`config.mk`:
```
export PLATFORM = sky130hd
export DESIGN_NAME = code_search_ctrl_flat
export DESIGN_NICKNAME = d
export VERILOG_FILES = /design/src/rtl/code_search_if.sv /design/src/rtl/code_search_ctrl.sv /design/src/flat_wrapper.sv
export SDC_FILE = /design/constraint.sdc
export NUM_CORES = 1
export LEC_CHECK = 0
export ABC_AREA = 1
export BUFFER_PORTS_ARGS = -buffer_cell sky130_fd_sc_hd__buf_2
export CAP_MARGIN = 40
export CORE_MARGIN = 2
export CORE_UTILIZATION = 45
export CTS_BUF_LIST = sky130_fd_sc_hd__clkbuf_16
export CTS_CLUSTER_DIAMETER = 150
export DETAILED_ROUTE_END_ITERATION = 16
export HOLD_SLACK_MARGIN = 0.02
export PLACE_DENSITY = 0.7
export SLEW_MARGIN = 5
export SYNTH_ARGS = -nofsm -noshare
export SYNTH_HDL_FRONTEND = slang
export SYNTH_SLANG_ARGS = --single-unit
```
`constraint.sdc`:
```
create_clock -name clk -period 3.35 [get_ports clk]
set_input_delay 0.5025 -clock clk [delete_from_list [all_inputs] [get_ports clk]]
set_output_delay 0.5025 -clock clk [all_outputs]
set_load 0.05 [all_outputs]
```
`src/rtl/code_search_if.sv`:
```
// Bus between the acquisition search controller and its environment
// (control host, code generator and correlator accumulators).
interface code_search_if;
   logic        start;
   logic        abort;
   logic [9:0]  prn_sel;
   logic [3:0]  dwell_len;
   logic [2:0]  slew_step;
   logic [20:0] threshold;
   logic        dump_enable;
   logic [15:0] accum_i;
   logic [15:0] accum_q;
   logic        prn_key_enable;
   logic [9:0]  prn_key;
   logic        slew_enable;
   logic [10:0] code_slew;
   logic        busy;
   logic        done;
   logic        found;
   logic [10:0] found_cell;
   logic [20:0] found_energy;

   modport master (
      output start, abort, prn_sel, dwell_len, slew_step, threshold,
             dump_enable, accum_i, accum_q,
      input  prn_key_enable, prn_key, slew_enable, code_slew, busy, done,
             found, found_cell, found_energy
   );

   modport slave (
      input  start, abort, prn_sel, dwell_len, slew_step, threshold,
             dump_enable, accum_i, accum_q,
      output prn_key_enable, prn_key, slew_enable, code_slew, busy, done,
             found, found_cell, found_energy
   );
endinterface

```
`src/rtl/code_search_ctrl.sv`:
```
// Serial code-phase search: loads a PRN key, then steps through half-chip
// cells, integrating |I|+|Q| over a dwell and stopping at the first cell
// whose energy exceeds the threshold.
module code_search_ctrl #(
   parameter int unsigned DWELL_MAX   = 15,
   parameter int unsigned N_HALFCHIPS = 2046
) (
   input logic          clk,
   input logic          rst,
   code_search_if.slave bus
);

   typedef enum logic [2:0] {
      StIdle, StLoad, StSettle, StDwell, StEval, StSlew, StSkip
   } state_e;

   state_e      state_q, state_d;
   logic [9:0]  prn_key_q;
   logic [3:0]  dwell_q;
   logic [2:0]  step_q;
   logic [20:0] thr_q;
   logic [10:0] cell_q;
   logic [20:0] energy_q;
   logic [3:0]  count_q;
   logic        found_q;
   logic [10:0] found_cell_q;
   logic [20:0] found_energy_q;
   logic        done_q;
   logic [10:0] code_slew_q;

   logic [3:0]  dwell_eff;
   logic [2:0]  step_eff;
   logic [16:0] mag_i, mag_q;
   logic [20:0] energy_sum;
   logic [11:0] next_cell;
   logic        hit, last_cell, kill, dwell_end;

   // Effective settings, magnitudes and evaluation terms
   always_comb begin
      dwell_eff = bus.dwell_len;
      if (bus.dwell_len == 4'd0) begin
         dwell_eff = 4'd1;
      end else if (32'(bus.dwell_len) > DWELL_MAX) begin
         dwell_eff = 4'(DWELL_MAX);
      end
      step_eff   = (bus.slew_step == 3'd0) ? 3'd1 : bus.slew_step;
      // 17-bit magnitudes so that |-32768| is representable
      mag_i      = bus.accum_i[15] ? (17'd0 - {bus.accum_i[15], bus.accum_i})
                                   : {1'b0, bus.accum_i};
      mag_q      = bus.accum_q[15] ? (17'd0 - {bus.accum_q[15], bus.accum_q})
                                   : {1'b0, bus.accum_q};
      energy_sum = energy_q + {4'd0, mag_i} + {4'd0, mag_q};
      next_cell  = {1'b0, cell_q} + {9'd0, step_q};
      hit        = energy_q > thr_q;
      last_cell  = 32'(next_cell) >= N_HALFCHIPS;
      dwell_end  = (count_q + 4'd1) == dwell_q;
      kill       = bus.abort && (state_q != StIdle);
   end

   // State register
   always_ff @(posedge clk) begin
      if (rst) begin
         state_q <= StIdle;
      end else begin
         state_q <= state_d;
      end
   end

   // Next-state logic; abort wins over every other transition
   always_comb begin
      state_d = state_q;
      if (kill) begin
         state_d = StIdle;
      end else begin
         unique case (state_q)
            StIdle:   if (bus.start) state_d = StLoad;
            StLoad:   state_d = StSettle;
            StSettle: if (bus.dump_enable) state_d = StDwell;
            StDwell:  if (bus.dump_enable && dwell_end) state_d = StEval;
            StEval:   state_d = (hit || last_cell) ? StIdle : StSlew;
            StSlew:   state_d = StSkip;
            StSkip:   if (bus.dump_enable) state_d = StDwell;
            default:  state_d = StIdle;
         endcase
      end
   end

   // Search datapath: latched settings, integration and result registers
   always_ff @(posedge clk) begin
      if (rst) begin
         prn_key_q      <= '0;
         dwell_q        <= '0;
         step_q         <= '0;
         thr_q          <= '0;
         cell_q         <= '0;
         energy_q       <= '0;
         count_q        <= '0;
         found_q        <= 1'b0;
         found_cell_q   <= '0;
         found_energy_q <= '0;
         done_q         <= 1'b0;
         code_slew_q    <= '0;
      end else begin
         done_q <= 1'b0;
         if (!kill) begin
            unique case (state_q)
               StIdle: begin
                  if (bus.start) begin
                     prn_key_q      <= bus.prn_sel;
                     dwell_q        <= dwell_eff;
                     step_q         <= step_eff;
                     thr_q          <= bus.threshold;
                     cell_q         <= '0;
                     found_q        <= 1'b0;
                     found_cell_q   <= '0;
                     found_energy_q <= '0;
                  end
               end
               StSettle, StSkip: begin
                  // This dump spans a code reload or slew, so it is dropped
                  if (bus.dump_enable) begin
                     energy_q <= '0;
                     count_q  <= '0;
                  end
               end
               StDwell: begin
                  if (bus.dump_enable) begin
                     energy_q <= energy_sum;
                     count_q  <= count_q + 4'd1;
                  end
               end
               StEval: begin
                  if (hit) begin
                     found_q        <= 1'b1;
                     found_cell_q   <= cell_q;
                     found_energy_q <= energy_q;
                     done_q         <= 1'b1;
                  end else if (last_cell) begin
                     done_q <= 1'b1;
                  end else begin
                     cell_q      <= next_cell[10:0];
                     code_slew_q <= {8'd0, step_q};
                  end
               end
               default: ;
            endcase
         end
      end
   end

   // Outputs: strobes decoded from state, results from registers
   always_comb begin
      bus.prn_key_enable = (state_q == StLoad);
      bus.slew_enable    = (state_q == StSlew);
      bus.busy           = (state_q != StIdle);
      bus.done           = done_q;
      bus.prn_key        = prn_key_q;
      bus.code_slew      = code_slew_q;
      bus.found          = found_q;
      bus.found_cell     = found_cell_q;
      bus.found_energy   = found_energy_q;
   end

endmodule

```
`src/flat_wrapper.sv`:
```
// flat-port wrapper written by rule: the top's interface ports become plain ports
module code_search_ctrl_flat 
#(
   parameter int unsigned DWELL_MAX   = 15,
   parameter int unsigned N_HALFCHIPS = 2046
)
  (clk, rst, bus_start, bus_abort, bus_prn_sel, bus_dwell_len, bus_slew_step, bus_threshold, bus_dump_enable, bus_accum_i, bus_accum_q, bus_prn_key_enable, bus_prn_key, bus_slew_enable, bus_code_slew, bus_busy, bus_done, bus_found, bus_found_cell, bus_found_energy);
  code_search_if bus_i ();
  input logic clk;
  input logic rst;
  input wire logic [$bits(bus_i.start)-1:0] bus_start;
  input wire logic [$bits(bus_i.abort)-1:0] bus_abort;
  input wire logic [$bits(bus_i.prn_sel)-1:0] bus_prn_sel;
  input wire logic [$bits(bus_i.dwell_len)-1:0] bus_dwell_len;
  input wire logic [$bits(bus_i.slew_step)-1:0] bus_slew_step;
  input wire logic [$bits(bus_i.threshold)-1:0] bus_threshold;
  input wire logic [$bits(bus_i.dump_enable)-1:0] bus_dump_enable;
  input wire logic [$bits(bus_i.accum_i)-1:0] bus_accum_i;
  input wire logic [$bits(bus_i.accum_q)-1:0] bus_accum_q;
  output wire logic [$bits(bus_i.prn_key_enable)-1:0] bus_prn_key_enable;
  output wire logic [$bits(bus_i.prn_key)-1:0] bus_prn_key;
  output wire logic [$bits(bus_i.slew_enable)-1:0] bus_slew_enable;
  output wire logic [$bits(bus_i.code_slew)-1:0] bus_code_slew;
  output wire logic [$bits(bus_i.busy)-1:0] bus_busy;
  output wire logic [$bits(bus_i.done)-1:0] bus_done;
  output wire logic [$bits(bus_i.found)-1:0] bus_found;
  output wire logic [$bits(bus_i.found_cell)-1:0] bus_found_cell;
  output wire logic [$bits(bus_i.found_energy)-1:0] bus_found_energy;
  assign bus_i.start = bus_start;
  assign bus_i.abort = bus_abort;
  assign bus_i.prn_sel = bus_prn_sel;
  assign bus_i.dwell_len = bus_dwell_len;
  assign bus_i.slew_step = bus_slew_step;
  assign bus_i.threshold = bus_threshold;
  assign bus_i.dump_enable = bus_dump_enable;
  assign bus_i.accum_i = bus_accum_i;
  assign bus_i.accum_q = bus_accum_q;
  assign bus_prn_key_enable = bus_i.prn_key_enable;
  assign bus_prn_key = bus_i.prn_key;
  assign bus_slew_enable = bus_i.slew_enable;
  assign bus_code_slew = bus_i.code_slew;
  assign bus_busy = bus_i.busy;
  assign bus_done = bus_i.done;
  assign bus_found = bus_i.found;
  assign bus_found_cell = bus_i.found_cell;
  assign bus_found_energy = bus_i.found_energy;
  code_search_ctrl #(.DWELL_MAX(DWELL_MAX), .N_HALFCHIPS(N_HALFCHIPS)) u_core (.clk(clk), .rst(rst), .bus(bus_i));
endmodule
```
### After elaboration in Yosys (flattened, before gate mapping)

Cells that the tools add are included.

* memory bits (writable): 0
* bits in registers: 114
* memories: 0
* word-level logic and storage cells: 86
* bits in latches: 0
* ROM bits: 0

* shift operators: 0
* bitwise logic cells: 4
* eq/ne operators: 14
* add/subtract/negate cells: 6
* reduce and logical (&&, ||, !) cells: 18
* mux-type cells: 29
* $mul: 0
* magnitude comparators: 2
* divide/modulo/power cells: 0

Operators by type and width (number)
* $mux W21: 4
* $pmux W21 S2: 2
* $mux W11: 4
* $pmux W11 S2: 2
* $add A21 B17 Y21: 2
* $mux W17: 2
* $sub A1 B16 Y17 const A: 2
* $gt A21 B21 Y1: 1
* $pmux W3 S6: 1
* $mux W3: 5
* $add A11 B3 Y12: 1
* $ge A12 B11 Y1 const B: 1
* $mux W4: 3
* $reduce_and A4 Y1: 3
* $eq A3 B3 Y1 const B: 3
* $ne A2 B2 Y1 const B: 4
* $pmux W4 S2: 1
* $eq A3 B2 Y1 const B: 2
* $logic_not A3 Y1: 2
* $ne A2 B1 Y1 const B: 3
* $reduce_and A3 Y1: 2
* $reduce_and A5 Y1: 1
* $add A4 B1 Y4 const B: 1
* $eq A4 B4 Y1: 1
* other kinds (11): 20

### Longest topological paths before layout

Gate-level depths: netlist (run 1).

* depth in word-level cells: 6
* gate-level depth with buffers: 23

### Least setup slack after synthesis (run 1)

OpenSTA, ideal clock, no wires.

* path kind: input to register
* start point: input port bus_accum_i[1]
* end point: register u_core.energy_q[19]
* data required time: 3.236 ns
* arrival time: 3.373 ns
* cell stages on the path: 20
* setup time: 0.114 ns
* slack: -0.136 ns
* cells stage by stage: inv_1 ha_1 inv_1 nor2_1 nand3_1 o31ai_1 o21ai_0 xor2_1 inv_1 fa_1 inv_1 ha_1 a21oi_1 o21ai_0 a211oi_1 nand2_1 nand2_1 nand2_1 a21oi_1 nor2_1

* longest elaborated chain between the ends: 6

Ends and longest elaborated chain
* from (decl): RTL line flat_wrapper.sv:18 `input wire logic [$bits(bus_i.accum_i)-1:0] bus_accum_i;`
* $sub A1 B16 Y17: RTL line code_search_ctrl.sv:48 `mag_i = bus.accum_i[15] ? (17'd0 - {bus.accum_i[15], bus.accum_i})`
* $mux W17 (*): RTL line code_search_ctrl.sv:48
* $add A21 B17 Y21 (*) (2 in a row): RTL line code_search_ctrl.sv:52 `energy_sum = energy_q + {4'd0, mag_i} + {4'd0, mag_q};`
* $mux W21 (*): RTL line code_search_ctrl.sv:127 `if (bus.dump_enable) begin`
* $pmux W21 S2 (*): RTL line code_search_ctrl.sv:106 `unique case (state_q)`
* to (signal assigned): RTL line code_search_ctrl.sv:128 `energy_q <= energy_sum;`
* to (decl): RTL line code_search_ctrl.sv:23 `logic [20:0] energy_q;`

Mark *: on every way between the ends. The rest lies on a longest branch, timed or not. The select of a mux whose other input is x is not followed.
A chain may end at the register's enable or synchronous reset.

### Worst setup path in the final report (run 1)

* start point: input port bus_accum_i[0]
* end point: register u_core.energy_q[10]

Same word-level chain as after synthesis.

==> qor.yml, run 1 <==
r2r_end: "u_core.energy_q[16]$_SDFFE_PP0P_"
core_area_sq_um: 16000
async_flop_share_pct: 0
mostFrequentLayoutCell: "nand2_1"
synth_area_leaders: "dfxtp_1, nand2_1, a21oi_1"
slew_violations: 0
grtUsageTotal_pct: 21.8
ys_seq_area_share_pct: 30.8
postRouteAntennaNets: 0
top_level_ports: 133
path_cells: "buf_2 > inv_1 > ha_4 > inv_2 > nor2_4 > nand3_2 > o31ai_4 > buf_4 > xnor2_1 > inv_1 > fa_1 > inv_2 > ha_4 > a21o_1 > a31oi_1 > nand3_2 > buf_4 > or2_2 > nand3_1 > a21oi_1"
cts_root_buf: "clkbuf_16"
path_clk_slew_ps: 50
drt_pass1_iterations: 5
routed_wl_mm: 19.4
crit_fanout: 3
rows: 46
crit_slowest_cell: "fa_1"
syn_inst: 1081
layout_common_cells: "nand2_1, inv_1, a21oi_1"
finalClockSkew_ps: 11.4
status: "complete, no violations"
max-vdd-ir-drop_uv: 435
min_path_cells: 3
setup_viol: 0
synth.lib_cells_used.distinct: 43
reg2reg_setup_slack_ps: 620
grt_pass1_vias: 6874
cts_tree: "yes"
portBuffers: 124
hold_path_class: "in -> reg"
ys_seq_elements: 114
clk_path_buf_depth: 2
finalCritPeriodShare_pct: 97.9
r2r_cells: 15
cap_violations: 0
post-route-drc-count: 0
fillCellCount: 1516
tightest_slew_ps: 737
startpoint_type: "input port"
crit_required_ps: 3620
fin_crit_ps: 3280
insertion_delay_ps: 420
synth_ff_type: "dfxtp_1"
first_iter_violations: 426
cp-end-kind: "register"
num_vias: 7361
final_nets: 1397
synth_area_sq_um: 7400
grt_max_degree: 59
dieHeight_um: 132
leakagePower_uw: 0.00455
synth_edf_count: 0
slowest_delay_ps: 520
synth.top_cell.area_share_pct: 30.8
numCtsBuffers: 17
gp_congestion: 0.880
die_width_um: 132
timing.fmax_mhz: 305
grt_first_pass_wirelength_mm: 31.5
drt-wirelength-per-cell_um: 13.1
cts.sinks: 114
syn_avg_cell_area_sq_um: 6.85
drive_gt1_share_pct: 25.4
min_to: "u_core.bus.prn_key[2]$_SDFFE_PP0P_"
finalHoldViolations: 0
r2r-start: "u_core.energy_q[3]$_SDFFE_PP0P_"
finalCoreUtilization_pct: 59.9
htree_levels: 4
initial_utilization_pct: 46.3
slew_headroom_pct: 50.8
syn_to_final_growth_pct: 29.6
design.die.area_sq_um: 17500
path_class: "in -> reg"
place_hpwl_mm: 14.2
antenna_cells: 0
yosys_warnings: 0
avgViaCountPerCell: 4.97
worst_slack_ps: 68.8
grt-ovfl-total: 0
arrival_ps: 3560
setup_tns_ps: 0
pre_cts_slack_ps: -469
hold_path_startpoint: "bus_prn_sel[2]"
grt_antenna_before_repair: 0
synth_largest_area_cell: "dfxtp_1"
power_density_nw_per_um2: 572
rsz0062_at_grt: "true"
==> flip-flops by register name, indices dropped and copies added, names as in the netlist <==
register                 flops
u_core.bus.code_slew         3
u_core.bus.done              1
u_core.bus.found             1
u_core.bus.found_cell       11
u_core.bus.found_energy     21
u_core.bus.prn_key          10
u_core.cell_q               11
u_core.count_q               4
u_core.dwell_q               4
u_core.energy_q             21
u_core.state_q               3
u_core.step_q                3
u_core.thr_q                21
==> cell type report <==
cell class / count / area, sq um / share of cell area [%]
repair buffers: 190 / 1150 / 12.0
multi-input cells: 760 / 4700 / 49.0
inverters: 172 / 646 / 6.73
clock buffers: 17 / 425 / 4.44
flip-flops and latches: 114 / 2280 / 23.8
well taps: 216 / 270 / 2.82
clock inverters: 13 / 121 / 1.27
==> logic make-up after synthesis <==
group | synth area share [%]
AND/OR/NAND/NOR | 24.9
other | 0.101
AO/OA/AOI/OAI | 15.4
XOR/XNOR | 3.67
adder cells (fa/ha/maj) | 13.3
buffers and inverters | 11.8
flip-flops | 30.8
==> per-layer routing <==
metal  wire length (um)  track usage [%]  up-vias  share of wire [%]
met3                857             3.77       24                4.4
met2               9190             36.7      157                 47
met1               9060             29.1     3393                 47
met4                250             5.32        0                1.3
met5                  0                0        -                  0
li1                   -                -     3787                  -
==> metrics by stage <==
stage | total power (uW) | hold WS, ps | std cells | instance area [sq um]
final | 5490 | 316 | 1482 | 9590
after global routing | 5850 | 329 | 1482 | 9590
after CTS | 5310 | 316 | 1474 | 9170
after detailed placement | 3610 | 445 | 1444 | 8610
after global placement | 3570 | 435 | 1443 | 8590
after floorplan | 3070 | 433 | 1089 | 7500
==> what timing repair did <==
action / CTS / global route
setup endpoints to repair: 5 / 13
cloned: 0 / 0
resized for setup: 4 / 92
pin swaps: 1 / 51
setup buffers: 0 / 8
hold buffers: 0 / 0
==> worst max-delay path by stage <==
stage                         from                               end  slack (ps)  cells after the start
finish              bus_accum_i[0]  u_core.energy_q[10]$_SDFFE_PP0P_          70                     20
floorplan           bus_accum_q[1]  u_core.energy_q[19]$_SDFFE_PP0P_         -20                     21
global route        bus_accum_q[3]  u_core.energy_q[16]$_SDFFE_PP0P_        -160                     22
detailed placement  bus_accum_i[1]  u_core.energy_q[14]$_SDFFE_PP0P_        -470                     21
CTS                 bus_accum_q[1]  u_core.energy_q[16]$_SDFFE_PP0P_          10                     23
global placement    bus_accum_q[2]  u_core.energy_q[18]$_SDFFE_PP0P_        -400                     17
==> critical path, delay by kind of cell <==
kind | cells | cell delay, ps
adder cells (fa/ha/maj) | 3 | 820
AO/OA/AOI/OAI | 4 | 720
AND/OR/NAND/NOR | 5 | 710
buffers and inverters | 7 | 690
XOR/XNOR | 1 | 110
==> synth_stat cells (all sizes together) (3+ instances only) <==
library cell    n
nor2           92
clkbuf         24
xor2           20
nor4            5
o31ai           3
nand4           7
nand2         246
a21oi         137
nand3          59
inv           171
o21ai          67
buf            19
dfxtp         114
or2             9
xnor2          11
nor3           10
ha             48
a21o            5
fa             19
==> where the power goes <==
| group | switching (uW) | internal (uW) | total, uW | leakage (uW) |
|---|---|---|---|---|
| Sequential | 123 | 1530 | 1660 | 0.000929 |
| Combinational | 1370 | 772 | 2140 | 0.00336 |
| Clock | 621 | 1070 | 1690 | 0.000259 |
Note: power is estimated with default switching activity, not from simulation.
==> run 2, diff against run 1 <==
--- a/config.mk
+++ b/config.mk
@@ -12,9 +12,11 @@
 export CORE_UTILIZATION = 45
 export CTS_BUF_LIST = sky130_fd_sc_hd__clkbuf_16
 export CTS_CLUSTER_DIAMETER = 150
+export CTS_CLUSTER_SIZE = 12
 export DETAILED_ROUTE_END_ITERATION = 16
 export HOLD_SLACK_MARGIN = 0.02
 export PLACE_DENSITY = 0.7
+export REMOVE_ABC_BUFFERS = 1
 export SLEW_MARGIN = 5
 export SYNTH_ARGS = -nofsm -noshare
 export SYNTH_HDL_FRONTEND = slang
==> run 2 against run 1 <==
Compared with the run above: the flow now finishes with violations (setup timing); critical path depth rose by 1; fmax fell by 3.8%; non-clock buffer count rose by 7; cell count rose by 0.61%; flip-flop and latch count did not move.
==> qor.yml, run 2 (synthesis gave the netlist of run 1 again) <==
syn_to_final_growth_pct: 30.2
switching_share_pct: 37.5
core_area_sq_um: 16000
first_iter_violations: 395
leakagePower_uw: 0.00461
mostFrequentLayoutCell: "nand2_1"
instances_no_fill: 1491
gp_congestion: 0.900
finalCoreUtilization_pct: 60.2
pwr-share-clk_pct: 32.6
finalCritPeriodShare_pct: 102
num_vias: 7401
worst_slack_ps: -61.8
path_clk_slew_ps: 60
drive_gt1_share_pct: 25.0
path_class: "in -> reg"
place_hpwl_mm: 13.9
die_width_um: 132
p_int_uw: 3540
insertion_delay_ps: 410
finalHoldViolations: 0
hold_path_class: "in -> reg"
slew_headroom_pct: 44.3
initial_utilization_pct: 46.3
slew_violations: 0
cts_root_buf: "clkbuf_16"
timing.fmax_mhz: 293
seqPwrFrac_pct: 29.2
clk_path_buf_depth: 2
cts.sinks: 114
combPwrFrac_pct: 38.2
numCtsBuffers: 17
antenna_cells: 0
post-route-drc-count: 0
postRouteAntennaNets: 0
violations: "setup timing"
grt-ovfl-total: 0
dp_cells: 1454
startpoint_type: "input port"
crit_required_ps: 3630
fillCellCount: 1497
portBuffers: 124
layout_common_cells: "nand2_1, inv_1, a21oi_1, buf_2, dfxtp_1"
final_nets: 1404
rsz0062_at_grt: "true"
avgViaCountPerCell: 4.96
drt-wirelength-per-cell_um: 13.2
arrival_ps: 3690
fin_hold_ws_ps: 311
crit_fanout: 4
setup_viol: 3
routed_wl_mm: 19.6
grtUsageTotal_pct: 22.0
power_uw: 5670
switchingPower_uw: 2130
cts_hold_buf: 0
status: "finished, violations left"
finalClockSkew_ps: 9.33
power_density_nw_per_um2: 588
max-vdd-ir-drop_uv: 505
cts_tree: "yes"
tightest_slew_ps: 835
grt_first_pass_wirelength_mm: 31.8
htree_levels: 4
grt_pass1_vias: 6674
grt_max_degree: 59
drt_pass1_iterations: 5
grt_antenna_before_repair: 0
cap_violations: 0
dieHeight_um: 132
fin_crit_ps: 3410
top_level_ports: 133
design.die.area_sq_um: 17500
cp-end-kind: "register"
rows: 46
setup_tns_ps: -82.2
==> run 2: layer usage <==
metal  global-route usage, %  routed length, um
met1                    30.3               9240
met2                    35.6               9050
met3                    4.58               1070
met4                    4.48                284
met5                       0                  0
==> run 2: path summary, 6_finish.rpt <==
| path | from | endpoint | slack, ps | cells past startpoint |
|---|---|---|---|---|
| setup reg to reg | u_core.energy_q[3]$_SDFFE_PP0P_ | u_core.energy_q[16]$_SDFFE_PP0P_ | 630 | 15 |
| setup / recovery | bus_accum_q[3] | u_core.energy_q[16]$_SDFFE_PP0P_ | -60 | 21 |
| hold / removal | bus_prn_sel[9] | u_core.bus.prn_key[9]$_SDFFE_PP0P_ | 310 | 3 |
| hold reg to reg | u_core.bus.code_slew[2]$_SDFFE_PP0P_ | u_core.bus.code_slew[2]$_SDFFE_PP0P_ | 450 | 2 |
==> run 2: cell type report <==
cell class	count	area (sq um)	area share (%)
Inverter	172	646	6.70
Clock inverter	15	174	1.80
Tap cell	216	270	2.80
Multi-Input combinational cell	760	4650	48.3
Clock buffer	17	425	4.41
Sequential cell	114	2280	23.7
Timing Repair Buffer	197	1190	12.3
==> run 2: power groups by stage <==
| stage | Clock (uW) | Combinational (uW) | Sequential [uW] |
|---|---|---|---|
| 4_1_cts | 1870 | 1960 | 1650 |
| 3_3_place_gp | 0 | 1910 | 1670 |
| 3_5_place_dp | 0 | 1940 | 1680 |
| 5_1_grt | 1940 | 2440 | 1680 |
| 2_1_floorplan | 0 | 1200 | 1770 |
| 6_report | 1850 | 2170 | 1650 |
==> run 2: critical path: stages <==
cell and delay, ps:
buf_6 90, or2_4 270, nor4_2 210, inv_1 90
nor3_2 200, nand2_1 130, nand2_2 100, xor2_1 150
inv_1 70, fa_1 520, inv_2 60, ha_4 260
buf_4 140, nand2_1 150, inv_1 110, nand2_1 110
a21oi_2 60, nor3_2 190, nand3_1 130, nand3_2 100
a21oi_2 50
==> run 2: repair_timing <==
action | CTS | global route
resized for setup | 8 | 86
endpoints found under the hold margin | 0 | 0
endpoints found under the setup margin | 11 | 13
pin swaps | 0 | 37
buffers inserted | 0 | 5
==> run 2: metrics by stage <==
stage	setup slack [ps]	cell area, sq um
6_report	-61.8	9640
5_1_grt	-250	9640
4_1_cts	-40.5	9250
3_5_place_dp	-606	8610
3_3_place_gp	-539	8610
2_1_floorplan	-136	7210
